$ cat config.mk
export PLATFORM = sky130hd
export DESIGN_NAME = truth_table_sequencer
export DESIGN_NICKNAME = d
export VERILOG_FILES = /design/src/rtl/truth_table_sequencer.sv
export SDC_FILE = /design/constraint.sdc
export NUM_CORES = 1
export LEC_CHECK = 0
export BUFFER_PORTS_ARGS = -buffer_cell sky130_fd_sc_hd__buf_4
export CORE_MARGIN = 3
export CORE_UTILIZATION = 45
export CTS_BUF_LIST = sky130_fd_sc_hd__clkbuf_4 sky130_fd_sc_hd__clkbuf_8 sky130_fd_sc_hd__clkbuf_16
export CTS_CLUSTER_DIAMETER = 200
export CTS_CLUSTER_SIZE = 10
export DETAILED_ROUTE_END_ITERATION = 10
export GPL_ROUTABILITY_DRIVEN = 0
export HOLD_SLACK_MARGIN = 0.02
export PLACE_DENSITY = 0.85
export SYNTH_ARGS = -nofsm -noshare
export SYNTH_HDL_FRONTEND = slang
export SYNTH_SLANG_ARGS = --single-unit
$ cat constraint.sdc
create_clock -name clk -period 1.4 [get_ports clk]
set_input_delay 0.14 -clock clk [delete_from_list [all_inputs] [get_ports clk]]
set_output_delay 0.14 -clock clk [all_outputs]
set_load 0.02 [all_outputs]
$ cat src/rtl/truth_table_sequencer.sv
// truth_table_sequencer: walks a combinational block through every input
// vector, holds each for SETTLE+1 cycles, samples its output and assembles
// the full truth table. Optional table-vs-expected compare is built only
// when TT_COMPARE_EN is defined. The captured table port is named
// truth_table because `table` is a reserved word.
module truth_table_sequencer #(
    parameter int unsigned N      = 3,
    parameter int unsigned SETTLE = 1
) (
    input  logic                clk,
    input  logic                reset,
    input  logic                start,
    input  logic [(2**N)-1:0]   expected,
    input  logic                dut_y,
    output logic [N-1:0]        vec,
    output logic                busy,
    output logic                done,
    output logic [(2**N)-1:0]   truth_table,
    output logic                pass,
    output logic [N:0]          mismatch_count
);

    localparam int unsigned ROWS  = 2**N;
    localparam int unsigned CNT_W = 4;
    localparam int unsigned MC_W  = N + 1;
    localparam logic [N-1:0] LAST_VEC = N'(ROWS - 1);

    typedef enum logic [1:0] {
        S_IDLE   = 2'd0,
        S_SETTLE = 2'd1,
        S_SAMPLE = 2'd2,
        S_DONE   = 2'd3
    } state_t;

    state_t             state_q;
    state_t             state_d;
    logic [CNT_W-1:0]   cnt_q;
    logic [CNT_W-1:0]   cnt_d;
    logic [N-1:0]       vec_d;
    logic               busy_d;
    logic               done_d;
    logic [ROWS-1:0]    tbl_d;

`ifdef TT_COMPARE_EN
    logic [ROWS-1:0]    exp_q;
    logic [ROWS-1:0]    exp_d;
    logic [MC_W-1:0]    mc_q;
    logic [MC_W-1:0]    mc_d;
    logic               pass_q;
    logic               pass_d;
`endif

    // State register
    always_ff @(posedge clk) begin
        if (reset) begin
            state_q <= S_IDLE;
        end else begin
            state_q <= state_d;
        end
    end

    // Next-state decode
    always_comb begin
        state_d = state_q;
        case (state_q)
            S_IDLE:   if (start) state_d = S_SETTLE;
            S_SETTLE: if (cnt_q == CNT_W'(1)) state_d = S_SAMPLE;
            S_SAMPLE: state_d = (vec == LAST_VEC) ? S_DONE : S_SETTLE;
            S_DONE:   state_d = S_IDLE;
            default:  state_d = S_IDLE;
        endcase
    end

    // Next values for the registered outputs and datapath
    always_comb begin
        cnt_d  = cnt_q;
        vec_d  = vec;
        tbl_d  = truth_table;
        busy_d = (state_d == S_SETTLE) || (state_d == S_SAMPLE);
        done_d = (state_q == S_DONE);
`ifdef TT_COMPARE_EN
        exp_d  = exp_q;
        mc_d   = mc_q;
        pass_d = pass_q;
`endif
        case (state_q)
            S_IDLE: begin
                if (start) begin
                    vec_d = '0;
                    tbl_d = '0;
                    cnt_d = CNT_W'(SETTLE);
`ifdef TT_COMPARE_EN
                    exp_d  = expected;
                    mc_d   = '0;
                    pass_d = 1'b0;
`endif
                end
            end
            S_SETTLE: begin
                cnt_d = cnt_q - CNT_W'(1);
            end
            S_SAMPLE: begin
                tbl_d[vec] = dut_y;
`ifdef TT_COMPARE_EN
                if (dut_y != exp_q[vec]) begin
                    mc_d = mc_q + MC_W'(1);
                end
`endif
                if (vec != LAST_VEC) begin
                    vec_d = vec + N'(1);
                    cnt_d = CNT_W'(SETTLE);
                end
            end
            S_DONE: begin
`ifdef TT_COMPARE_EN
                pass_d = (mc_q == '0);
`endif
            end
            default: ;
        endcase
    end

    // Output and datapath registers
    always_ff @(posedge clk) begin
        if (reset) begin
            cnt_q       <= '0;
            vec         <= '0;
            busy        <= 1'b0;
            done        <= 1'b0;
            truth_table <= '0;
`ifdef TT_COMPARE_EN
            exp_q       <= '0;
            mc_q        <= '0;
            pass_q      <= 1'b0;
`endif
        end else begin
            cnt_q       <= cnt_d;
            vec         <= vec_d;
            busy        <= busy_d;
            done        <= done_d;
            truth_table <= tbl_d;
`ifdef TT_COMPARE_EN
            exp_q       <= exp_d;
            mc_q        <= mc_d;
            pass_q      <= pass_d;
`endif
        end
    end

`ifdef TT_COMPARE_EN
    assign pass           = pass_q;
    assign mismatch_count = mc_q;
`else
    // Compare disabled: expected is not consumed and results read as zero
    logic unused_expected;
    assign unused_expected = ^expected;
    assign pass            = 1'b0;
    assign mismatch_count  = '0;
`endif

endmodule

==> impl_results.md, run 1 <==
* Result of the run: finished, final reports clean
* Post-CTS Setup Inserts at 0
* Placeable core area at 0.00208 mm²
* Detail-routed net length per standard cell at 13.6 µm
* P&R area growth vs syn at 19.1%
* Endpoint required time on the critical path at 1630 ps
* Clock root cell: sky130_fd_sc_hd__clkbuf_4
* Cells on worst reg2reg path at 6
* Worst path setup slack after routing at 74.1 ps
* Number of synthesized register bits at 19
* DR DRC count at 0
* Max-cap check violation count at 0
* Vias per inst at 5.71
* Sequential share of the synthesized area at 0.365
* Cells along the critical path: ha_4 > ha_2 > buf_4 > nor2_1 > nand3_1 > a31oi_1
* Synth Area per Inst at 9.15 µm²
* Clock-pin transition on the worst setup and hold timing paths at 120 ps
* Worst Path Arrival at 1560 ps
* Largest stage delay on the critical path at roughly 370 ps
* Kind of launch point of the worst setup path: flip-flop
* Setup repair after global routing missed its margin: no
* Maximum number of pins on one net before global-route repair at 18
* CTS tree: done
* Nets@finish at 147
* Clock Sinks at 19
* Hold Crit Class: in -> reg
* Total die area at 0.00293 mm²
* Part of the cycle the worst path needs at 0.947
* Antenna violations before repair at 0
* Global-route wire length before repair at between 3000 and 4000 µm
* Number of antenna repair diodes at 0
* Detail Placement HPWL at between 1500 and 2000 µm
* Share of flip-flops with an asynchronous set or reset after synthesis at 0
* Final ANT Viol Nets at 0
* Leak Pwr at between 0.5 and 0.6 nW
* Setup_tns at 0 ps
* Overflow left after global routing at 0
* Initial Util at 0.501
* Bufs on Longest Clock Path at 2
* Number of I/O port buffers at 16
* Share of the synthesized area in the top cell type at 0.365
* Standard-cell rows at 16
* Dominant register cell in the synthesized netlist: sky130_fd_sc_hd__dfxtp_1
* Skew final at 13.5 ps
* Netlist area before placement at between 0.001 and 0.0015 mm²
* Power density over the cells at 864 mW/mm²
* Leading area contributor after synthesis: sky130_fd_sc_hd__dfxtp_1
* Violation count after the first detailed-route iteration at 15
* Final number of max-transition violations at 0
* Ratio of cells with drive above 1 in the final layout at 0.300
* Most common cell after layout, fill and taps aside: sky130_fd_sc_hd__buf_4
* Maximum ir drop on the vdd rail at about 0.00065 V
* Count of yosys warnings during synthesis at 0
* Slowest cell on crit path: sky130_fd_sc_hd__dfxtp_4
* Boundary Pins at 30
* Highest clock frequency the design can meet at 754 MHz
* Latest clock arrival within the worst-skew pair at 300 ps
* Inserted Clock Buffers at 3
* CTS resizes at 0
* Critical Path End Type: flip-flop
* Total Routing Usage GR at 0.169
* Number of optimization iterations in the first detailed-route pass at 4
* Sum of routed wire length over all layers at roughly 2100 µm
* Worst setup path category: reg -> reg
* Number of enable-type register cells in the synthesized netlist at 0
* Final Hold Fails at 0
* Library cells used by synthesis at 35
* Hold buffer count at CTS at 0
* Via count of the first global-routing pass at around 850
* Y dimension of the die at approximately 54 µm
* Hold Path Stages at 2
* Via total after detailed routing at roughly 900
* Final setup violating endpoints at 0
* Maximum fanout along the worst path at 5
* Number of H-tree levels at 1
* Die width at 54.2 µm
* Pre-CTS setup slack at 32.1 ps
* Largest cells by area after synthesis: sky130_fd_sc_hd__dfxtp_1 36%, sky130_fd_sc_hd__o31ai_1 7.2%, sky130_fd_sc_hd__a22o_1 5.0%
* Syn Inst Count at 114
* Most frequent cells in the layout: 24 x sky130_fd_sc_hd__buf_4, 16 x sky130_fd_sc_hd__dfxtp_1, 9 x sky130_fd_sc_hd__o31ai_1
* Min Clock Period, post-route at 1330 ps
[stage by stage]
stage | power [W] | cells | hold WS (ps) | utilization | instance area [µm²]
final | 0.00107 | 157 | 54.9 | 0.597 | 1240
after global routing | 0.00113 | 157 | 55.0 | 0.597 | 1240
after CTS | 0.00108 | 157 | 51.2 | 0.595 | 1240
after detailed placement | 0.000804 | 153 | 393 | 0.582 | 1210
after global placement | 0.000793 | 153 | 384 | 0.582 | 1210
after floorplan | 0.000761 | 118 | 291 | - | 1100
[sequential cells by signal, indices dropped and copies added (netlist names)]
register	cells
busy	1
cnt_q	4
done	1
state_q	2
truth_table	8
vec	3
[final timing paths]
kind                                                    end  slack, ps                         from
worst max-delay path                    vec[1]$_SDFFE_PP0P_         70          vec[0]$_SDFFE_PP0P_
worst min-delay path                  state_q[1]$_SDFF_PP0_         50                        reset
worst max register to register          vec[1]$_SDFFE_PP0P_         70          vec[0]$_SDFFE_PP0P_
worst min register to register  truth_table[5]$_SDFFE_PP0P_        490  truth_table[5]$_SDFFE_PP0P_
[routing by layer]
| metal | track usage | share of wire | vias up |
|---|---|---|---|
| met5 | 0 | 0 | - |
| li1 | - | - | 444 |
| met1 | 0.184 | 0.40 | 428 |
| met2 | 0.321 | 0.54 | 23 |
| met3 | 0.0582 | 0.049 | 2 |
| met4 | 0.0124 | 0.0042 | 0 |
[critical path: cells and delay by family, from the launching register on]
family          cells  cell delay, ps
buf+inv             1             150
fa+ha+maj           2             350
simple gates        2             210
compound gates      1             180
flops               1             370
[synth_stat cells, types with 2 or more instances]
library cell               count
sky130_fd_sc_hd__a32o_1        3
sky130_fd_sc_hd__buf_4         5
sky130_fd_sc_hd__nor2b_1       3
sky130_fd_sc_hd__nor4bb_1      2
sky130_fd_sc_hd__nand3b_1      3
sky130_fd_sc_hd__ha_1          4
sky130_fd_sc_hd__a31oi_1       3
sky130_fd_sc_hd__buf_2         7
sky130_fd_sc_hd__nand3_1       5
sky130_fd_sc_hd__o21ai_0       2
sky130_fd_sc_hd__a22o_1        6
sky130_fd_sc_hd__a21oi_1       4
sky130_fd_sc_hd__nor4b_1       2
sky130_fd_sc_hd__clkbuf_2      2
sky130_fd_sc_hd__and4b_1       3
sky130_fd_sc_hd__clkbuf_1      2
sky130_fd_sc_hd__nor3_1        3
sky130_fd_sc_hd__nand2_1       4
sky130_fd_sc_hd__inv_1         3
sky130_fd_sc_hd__o31ai_1      10
sky130_fd_sc_hd__nor2_1        6
sky130_fd_sc_hd__dfxtp_1      19
[report_power, final]
part           leakage, nW  internal [W]  switching, W
sequential           0.156      0.000560     0.0000211
combinational        0.336     0.0000923      0.000120
clock               0.0177      0.000107      0.000172
[area by class of cell]
type	count	area, µm²
Fill cell	206	840
Multi-Input combinational cell	80	601
Sequential cell	19	389
Timing Repair Buffer	24	180
Tap cell	27	33.8
Clock buffer	3	22.5
Inverter	3	11.3
Clock inverter	1	5.00
[cells by family (layout without fill, tap and decap cells)]
logic type	count (synthesis)	after routing	synth area share
AOI/OAI and AO/OA	30	30	0.215
adders and majority gates	4	4	0.0480
other	1	5	0.00359
muxes	1	1	0.00959
xor gates and xnor gates	1	1	0.00839
and+or+nand+nor	39	39	0.254
DFF	19	19	0.365
buffers and inverters	19	31	0.0971
No activity file was read; power rests on OpenSTA's default activity.
==> run 2, diff against run 1 <==
--- a/config.mk
+++ b/config.mk
@@ -7,14 +7,15 @@
 export LEC_CHECK = 0
 export BUFFER_PORTS_ARGS = -buffer_cell sky130_fd_sc_hd__buf_4
 export CORE_MARGIN = 3
-export CORE_UTILIZATION = 45
+export CORE_UTILIZATION = 50
 export CTS_BUF_LIST = sky130_fd_sc_hd__clkbuf_4 sky130_fd_sc_hd__clkbuf_8 sky130_fd_sc_hd__clkbuf_16
 export CTS_CLUSTER_DIAMETER = 200
 export CTS_CLUSTER_SIZE = 10
 export DETAILED_ROUTE_END_ITERATION = 10
 export GPL_ROUTABILITY_DRIVEN = 0
 export HOLD_SLACK_MARGIN = 0.02
-export PLACE_DENSITY = 0.85
+export PLACE_DENSITY = 0.89
+export SLEW_MARGIN = 20
 export SYNTH_ARGS = -nofsm -noshare
 export SYNTH_HDL_FRONTEND = slang
 export SYNTH_SLANG_ARGS = --single-unit
==> constraint.sdc (replaced) <==
create_clock -name clk -period 1.5 [get_ports clk]
set_input_delay 0.15 -clock clk [delete_from_list [all_inputs] [get_ports clk]]
set_output_delay 0.15 -clock clk [all_outputs]
set_load 0.02 [all_outputs]
==> impl_results.md, run 2 (synthesized netlist as in run 1, its figures left out) <==
* Highest metal layer used by the detailed router: met4
* Maximum ir drop on the vdd rail at 0.000530 V (-19%)
* Violation count after the first detailed-route iteration at 20 (+5)
* Most used cell, CP: sky130_fd_sc_hd__ha_1
* P&R area growth vs syn at 17.1%
* Hold buffer count at CTS at 0 (unchanged)
* Via total after detailed routing at 882 (-1.7%)
* Most frequent cells in the layout: 23 x sky130_fd_sc_hd__buf_4, 17 x sky130_fd_sc_hd__dfxtp_1, 10 x sky130_fd_sc_hd__o31ai_1
* Skew final at 9.58 ps (-3.93 ps)
* Clock root cell: sky130_fd_sc_hd__clkbuf_4
* Bufs on Longest Clock Path at 2 (unchanged)
* Met2 wire length at 1080 µm (-6.4%)
* Ratio of cells with drive above 1 in the final layout at 0.262 (-0.0385)
* Kind of launch point of the worst setup path: flip-flop
* Overflow left after global routing at 0 (unchanged)
* Final Hold Fails at 0 (unchanged)
* Detail-routed net length per standard cell at 14.3 µm (+5.2%)
* Length of routed met3 wiring at 96 µm (-7.7%)
* Antenna violations before repair at 0 (unchanged)
* Initial Util at 0.567 (+0.0661)
* Global-route wire length before repair at 3640 µm (-0.57%)
* Highest clock frequency the design can meet at 729 MHz (-3.4%)
* Clock Sinks at 19 (unchanged)
* Util after Layout at 0.665 (+0.0679)
* Part of the cycle the worst path needs at 0.915 (-0.0321)
* Critical Path End Type: flip-flop
* Number of filler cells placed in the layout at 152 (-26%)
* Worst setup path category: reg -> reg
* Nets@finish at 147 (unchanged)
* Latest clock arrival within the worst-skew pair at 310 ps (about the same)
* Largest stage delay on the critical path at 340 ps (-30 ps)
* Setup_tns at 0 ps (unchanged)
* Total Routing Usage GR at 0.177 (+0.00778)
* Maximum number of pins on one net before global-route repair at 27 (+9)
* Power density over the cells at 826 mW/mm² (-4.4%)
* Final number of max-transition violations at 0 (unchanged)
* Vias per inst at 5.69 (-0.40%)
* Result of the run: finished, final reports clean
* Via count of the first global-routing pass at 804 (-5.1%)
* Sum of routed wire length over all layers at 2210 µm (+3.9%)
* Hold Crit Class: in -> reg
* Endpoint required time on the critical path at 1700 ps (+70 ps)
* Register ranked first by flip-flop count: truth_table
* Final ANT Viol Nets at 0 (unchanged)
* Number of H-tree levels at 1 (unchanged)
* Post-CTS Setup Inserts at 0 (unchanged)
* Worst Path Arrival at 1570 ps (about the same)
* Clock-pin transition on the worst setup and hold timing paths at 120 ps (about the same)
* Y dimension of the die at 51.7 µm (-4.6%)
* CTS tree: done
* Most common cell after layout, fill and taps aside: sky130_fd_sc_hd__buf_4
* Final hold slack at 168 ps (+113 ps)
* Number of flip-flops under the largest register name at 8 (unchanged)
* Placeable core area at 0.00184 mm² (-12%)
* Number of optimization iterations in the first detailed-route pass at 4 (unchanged)
* Cells along the critical path: ha_1 > ha_1 > o21ai_0 > o31ai_1 > a32o_1
* Total die area at 0.00267 mm² (-8.9%)
* Slowest cell on crit path: sky130_fd_sc_hd__dfxtp_2
* Max-cap check violation count at 0 (unchanged)
* Largest registers: truth_table: 8 flops, cnt_q: 4 flops, vec: 3 flops
* Inserted Clock Buffers at 3 (unchanged)
* Setup repair after global routing missed its margin: no
* Leak Pwr at 0.515 nW (+0.99%)
* Detail Placement HPWL at 1540 µm (-6.0%)
* Number of I/O port buffers at 16 (unchanged)
* CTS resizes at 0 (unchanged)
* Standard-cell rows at 15 (-1)
* Die width at 51.7 µm (-4.6%)
* DR DRC count at 0 (unchanged)
* Final setup violating endpoints at 0 (unchanged)
* Boundary Pins at 30 (unchanged)
* Sum of routed wire segments on met1 at 1020 µm (+18%)
* Number of antenna repair diodes at 0 (unchanged)
* Maximum fanout along the worst path at 3 (-2)
* Min Clock Period, post-route at 1370 ps (+46.6 ps)
[run 2: final timing paths]
check                               from                          end  slack, ps  depth (start not counted)
min                                start              busy$_SDFF_PP0_        170                          3
max                  vec[0]$_SDFFE_PP0P_        cnt_q[1]$_SDFFE_PP0P_        130                          5
max reg2reg          vec[0]$_SDFFE_PP0P_        cnt_q[1]$_SDFFE_PP0P_        130                          5
min reg2reg  truth_table[7]$_SDFFE_PP0P_  truth_table[7]$_SDFFE_PP0P_        490                          1
[run 2: layout make-up]
cell class | instances | area, µm² | area share
multi-input cells | 80 | 577 | 0.472
inverters | 3 | 11.3 | 0.00921
clock buffers | 3 | 22.5 | 0.0184
clock inverters | 1 | 5.00 | 0.00409
well taps | 25 | 31.3 | 0.0256
flip-flops and latches | 19 | 383 | 0.313
repair buffers | 24 | 193 | 0.158
[run 2: layer usage]
layer / GRT usage / up-vias
met5: 0 / -
met4: 0.0393 / 0
met3: 0.0258 / 3
met2: 0.303 / 25
met1: 0.233 / 411
li1: - / 443
[run 2: critical path: cells and delay by family, from the launching register on]
family	cells	cell delay (ps)
flops	1	340
fa+ha+maj	2	380
compound gates	3	540
[run 2: through the flow]
| stage | cell area [µm²] | cells | setup WS (ps) | power (W) |
|---|---|---|---|---|
| detailed placement | 1190 | 151 | 151 | 0.000752 |
| global route | 1220 | 155 | 34.1 | 0.00106 |
| finish | 1220 | 155 | 127 | 0.00101 |
| floorplan | 1060 | 118 | 10.5 | 0.000710 |
| CTS | 1220 | 155 | 120 | 0.00101 |
| global placement | 1190 | 151 | 171 | 0.000742 |
[run 2: report_power, final]
group          internal (W)  switching [W]  leakage, nW  total [W]
clock             0.0000996       0.000166       0.0177   0.000265
sequential         0.000526      0.0000160        0.155   0.000542
combinational     0.0000874       0.000115        0.342   0.000202
==> run 3, diff against run 2 <==
--- a/config.mk
+++ b/config.mk
@@ -7,14 +7,14 @@
 export LEC_CHECK = 0
 export BUFFER_PORTS_ARGS = -buffer_cell sky130_fd_sc_hd__buf_4
 export CORE_MARGIN = 3
-export CORE_UTILIZATION = 50
+export CORE_UTILIZATION = 45
 export CTS_BUF_LIST = sky130_fd_sc_hd__clkbuf_4 sky130_fd_sc_hd__clkbuf_8 sky130_fd_sc_hd__clkbuf_16
 export CTS_CLUSTER_DIAMETER = 200
 export CTS_CLUSTER_SIZE = 10
 export DETAILED_ROUTE_END_ITERATION = 10
 export GPL_ROUTABILITY_DRIVEN = 0
 export HOLD_SLACK_MARGIN = 0.02
-export PLACE_DENSITY = 0.89
+export PLACE_DENSITY = 0.83
 export SLEW_MARGIN = 20
 export SYNTH_ARGS = -nofsm -noshare
 export SYNTH_HDL_FRONTEND = slang
==> impl_results.md, run 3 (synthesized netlist as in run 1, its figures left out) <==
* Placeable core area at 0.00208 mm² (+13%)
* Largest registers: truth_table: 8 flops, cnt_q: 4 flops, vec: 3 flops
* Bufs on Longest Clock Path at 2 (unchanged)
* Part of the cycle the worst path needs at 0.934 (+0.0194)
* Nets@finish at 147 (unchanged)
* Critical Path End Type: flip-flop
* Util after Layout at 0.588 (-0.0763)
* P&R area growth vs syn at 17.4%
* Post-route total power at 0.000999 W (-0.97%)
* Detail-routed net length per standard cell at 13.4 µm (-6.4%)
* Number of H-tree levels at 1 (unchanged)
* Hold buffer count at CTS at 0 (unchanged)
* Highest clock frequency the design can meet at 713 MHz (-2.1%)
* Vias per inst at 5.50 (-3.3%)
* Total die area at 0.00293 mm² (+9.8%)
* Clock Sinks at 19 (unchanged)
* Initial Util at 0.501 (-0.0661)
* Boundary Pins at 30 (unchanged)
* Min Clock Period, post-route at 1400 ps (+29.1 ps)
* Standard-cell rows at 16 (+1)
* Cells along the critical path: ha_1 > ha_1 > buf_4 > nor4b_1 > a31oi_1 > a21oi_1
* Largest stage delay on the critical path at 330 ps (about the same)
* Total Routing Usage GR at 0.152 (-0.0242)
* Result of the run: finished, final reports clean
* Final setup violating endpoints at 0 (unchanged)
* Via total after detailed routing at 864 (-2.0%)
* Power density over the cells at 816 mW/mm² (-1.2%)
* Ratio of cells with drive above 1 in the final layout at 0.262 (unchanged)
* Number of flip-flops under the largest register name at 8 (unchanged)
* Final number of max-transition violations at 0 (unchanged)
* Clock-pin transition on the worst setup and hold timing paths at 110 ps (about the same)
* Final hold slack at 170 ps (+2.32 ps)
* Leak Pwr at 0.515 nW (about the same)
* Maximum ir drop on the vdd rail at 0.000559 V (+5.5%)
* Register ranked first by flip-flop count: truth_table
* Worst Path Arrival at 1620 ps (+50 ps)
* Endpoint required time on the critical path at 1720 ps (+20 ps)
* Sum of routed wire length over all layers at 2100 µm (-5.1%)
* Most common cell after layout, fill and taps aside: sky130_fd_sc_hd__buf_4
* Final ANT Viol Nets at 0 (unchanged)
* Inserted Clock Buffers at 3 (unchanged)
* Clock root cell: sky130_fd_sc_hd__clkbuf_4
* Violation count after the first detailed-route iteration at 6 (-70%)
* Antenna violations before repair at 0 (unchanged)
* Slowest cell on crit path: sky130_fd_sc_hd__dfxtp_2
* Overflow left after global routing at 0 (unchanged)
* Number of I/O port buffers at 16 (unchanged)
* Most frequent cells in the layout: 23 x sky130_fd_sc_hd__buf_4, 17 x sky130_fd_sc_hd__dfxtp_1, 10 x sky130_fd_sc_hd__o31ai_1
* CTS tree: done
* Worst setup path category: reg -> reg
* DR DRC count at 0 (unchanged)
* Via count of the first global-routing pass at 790 (-1.7%)
* Hold Crit Class: in -> reg
* Setup_tns at 0 ps (unchanged)
* Detail Placement HPWL at 1580 µm (+2.5%)
* Max-cap check violation count at 0 (unchanged)
* Maximum number of pins on one net before global-route repair at 27 (unchanged)
* Maximum fanout along the worst path at 7 (+4)
* Skew final at 4.61 ps (-4.98 ps)
* Kind of launch point of the worst setup path: flip-flop
* Number of optimization iterations in the first detailed-route pass at 4 (unchanged)
* Most used cell, CP: sky130_fd_sc_hd__ha_1
* Y dimension of the die at 54.2 µm (+4.8%)
* Final Hold Fails at 0 (unchanged)
* Number of filler cells placed in the layout at 209 (+38%)
* Die width at 54.2 µm (+4.8%)
* Number of antenna repair diodes at 0 (unchanged)
* Setup repair after global routing missed its margin: no
* Latest clock arrival within the worst-skew pair at 300 ps (about the same)
* Global-route wire length before repair at 3270 µm (-10%)
## run 3: cell types whose count changed in the layout (fill, tap and decap cells not counted)
cell / change
sky130_fd_sc_hd__o21ai_0: -1
sky130_fd_sc_hd__o21ai_1: +1
## run 3: power breakdown
group	leakage, nW	switching, W	internal, W
Clock	0.0177	0.000159	0.0000993
Combinational	0.342	0.000112	0.0000872
Sequential	0.155	0.0000160	0.000526
## run 3: per-stage QoR
stage | area [µm²] | setup slack [ps] | instances
after detailed placement | 1200 | 112 | 153
after global routing | 1220 | 13.9 | 157
after floorplan | 1060 | 10.5 | 118
after CTS | 1220 | 88.5 | 157
final | 1220 | 98.3 | 157
after global placement | 1200 | 146 | 153
## run 3: cell type report
cell class / instances / area [µm²] / area share
multi-input combinational: 80 / 577 / 0.471
sequential: 19 / 383 / 0.313
timing repair buffer: 24 / 193 / 0.157
tap: 27 / 33.8 / 0.0276
clock buffer: 3 / 22.5 / 0.0184
inverter: 3 / 11.3 / 0.00919
clock inverter: 1 / 5.00 / 0.00409
## run 3: repair_timing
action / in CTS / in global routing
endpoints found under the setup margin: 0 / 1
setup buffers: 0 / 0
gates resized for setup: 0 / 1
## run 3: final timing paths
check                           depth (start not counted)                           to  slack, ps                        start
worst min-delay path                                    3              busy$_SDFF_PP0_        170                        start
worst min register to register                          1  truth_table[3]$_SDFFE_PP0P_        480  truth_table[3]$_SDFFE_PP0P_
worst max register to register                          6          vec[0]$_SDFFE_PP0P_        100          vec[0]$_SDFFE_PP0P_
worst max-delay path                                    6          vec[0]$_SDFFE_PP0P_        100          vec[0]$_SDFFE_PP0P_
## run 3: critical path, delay by kind of cell, from the launching register on
| kind | cells | cell delay [ps] |
|---|---|---|
| AO/OA/AOI/OAI | 2 | 220 |
| AND/OR/NAND/NOR | 1 | 240 |
| flip-flops | 1 | 330 |
| adder cells (fa/ha/maj) | 2 | 390 |
| buffers and inverters | 1 | 160 |
## run 3: per-layer routing
layer	GRT usage	share of wire
met2	0.271	0.52
met3	0.0305	0.038
met5	0	0
met1	0.170	0.42
met4	0.0747	0.020
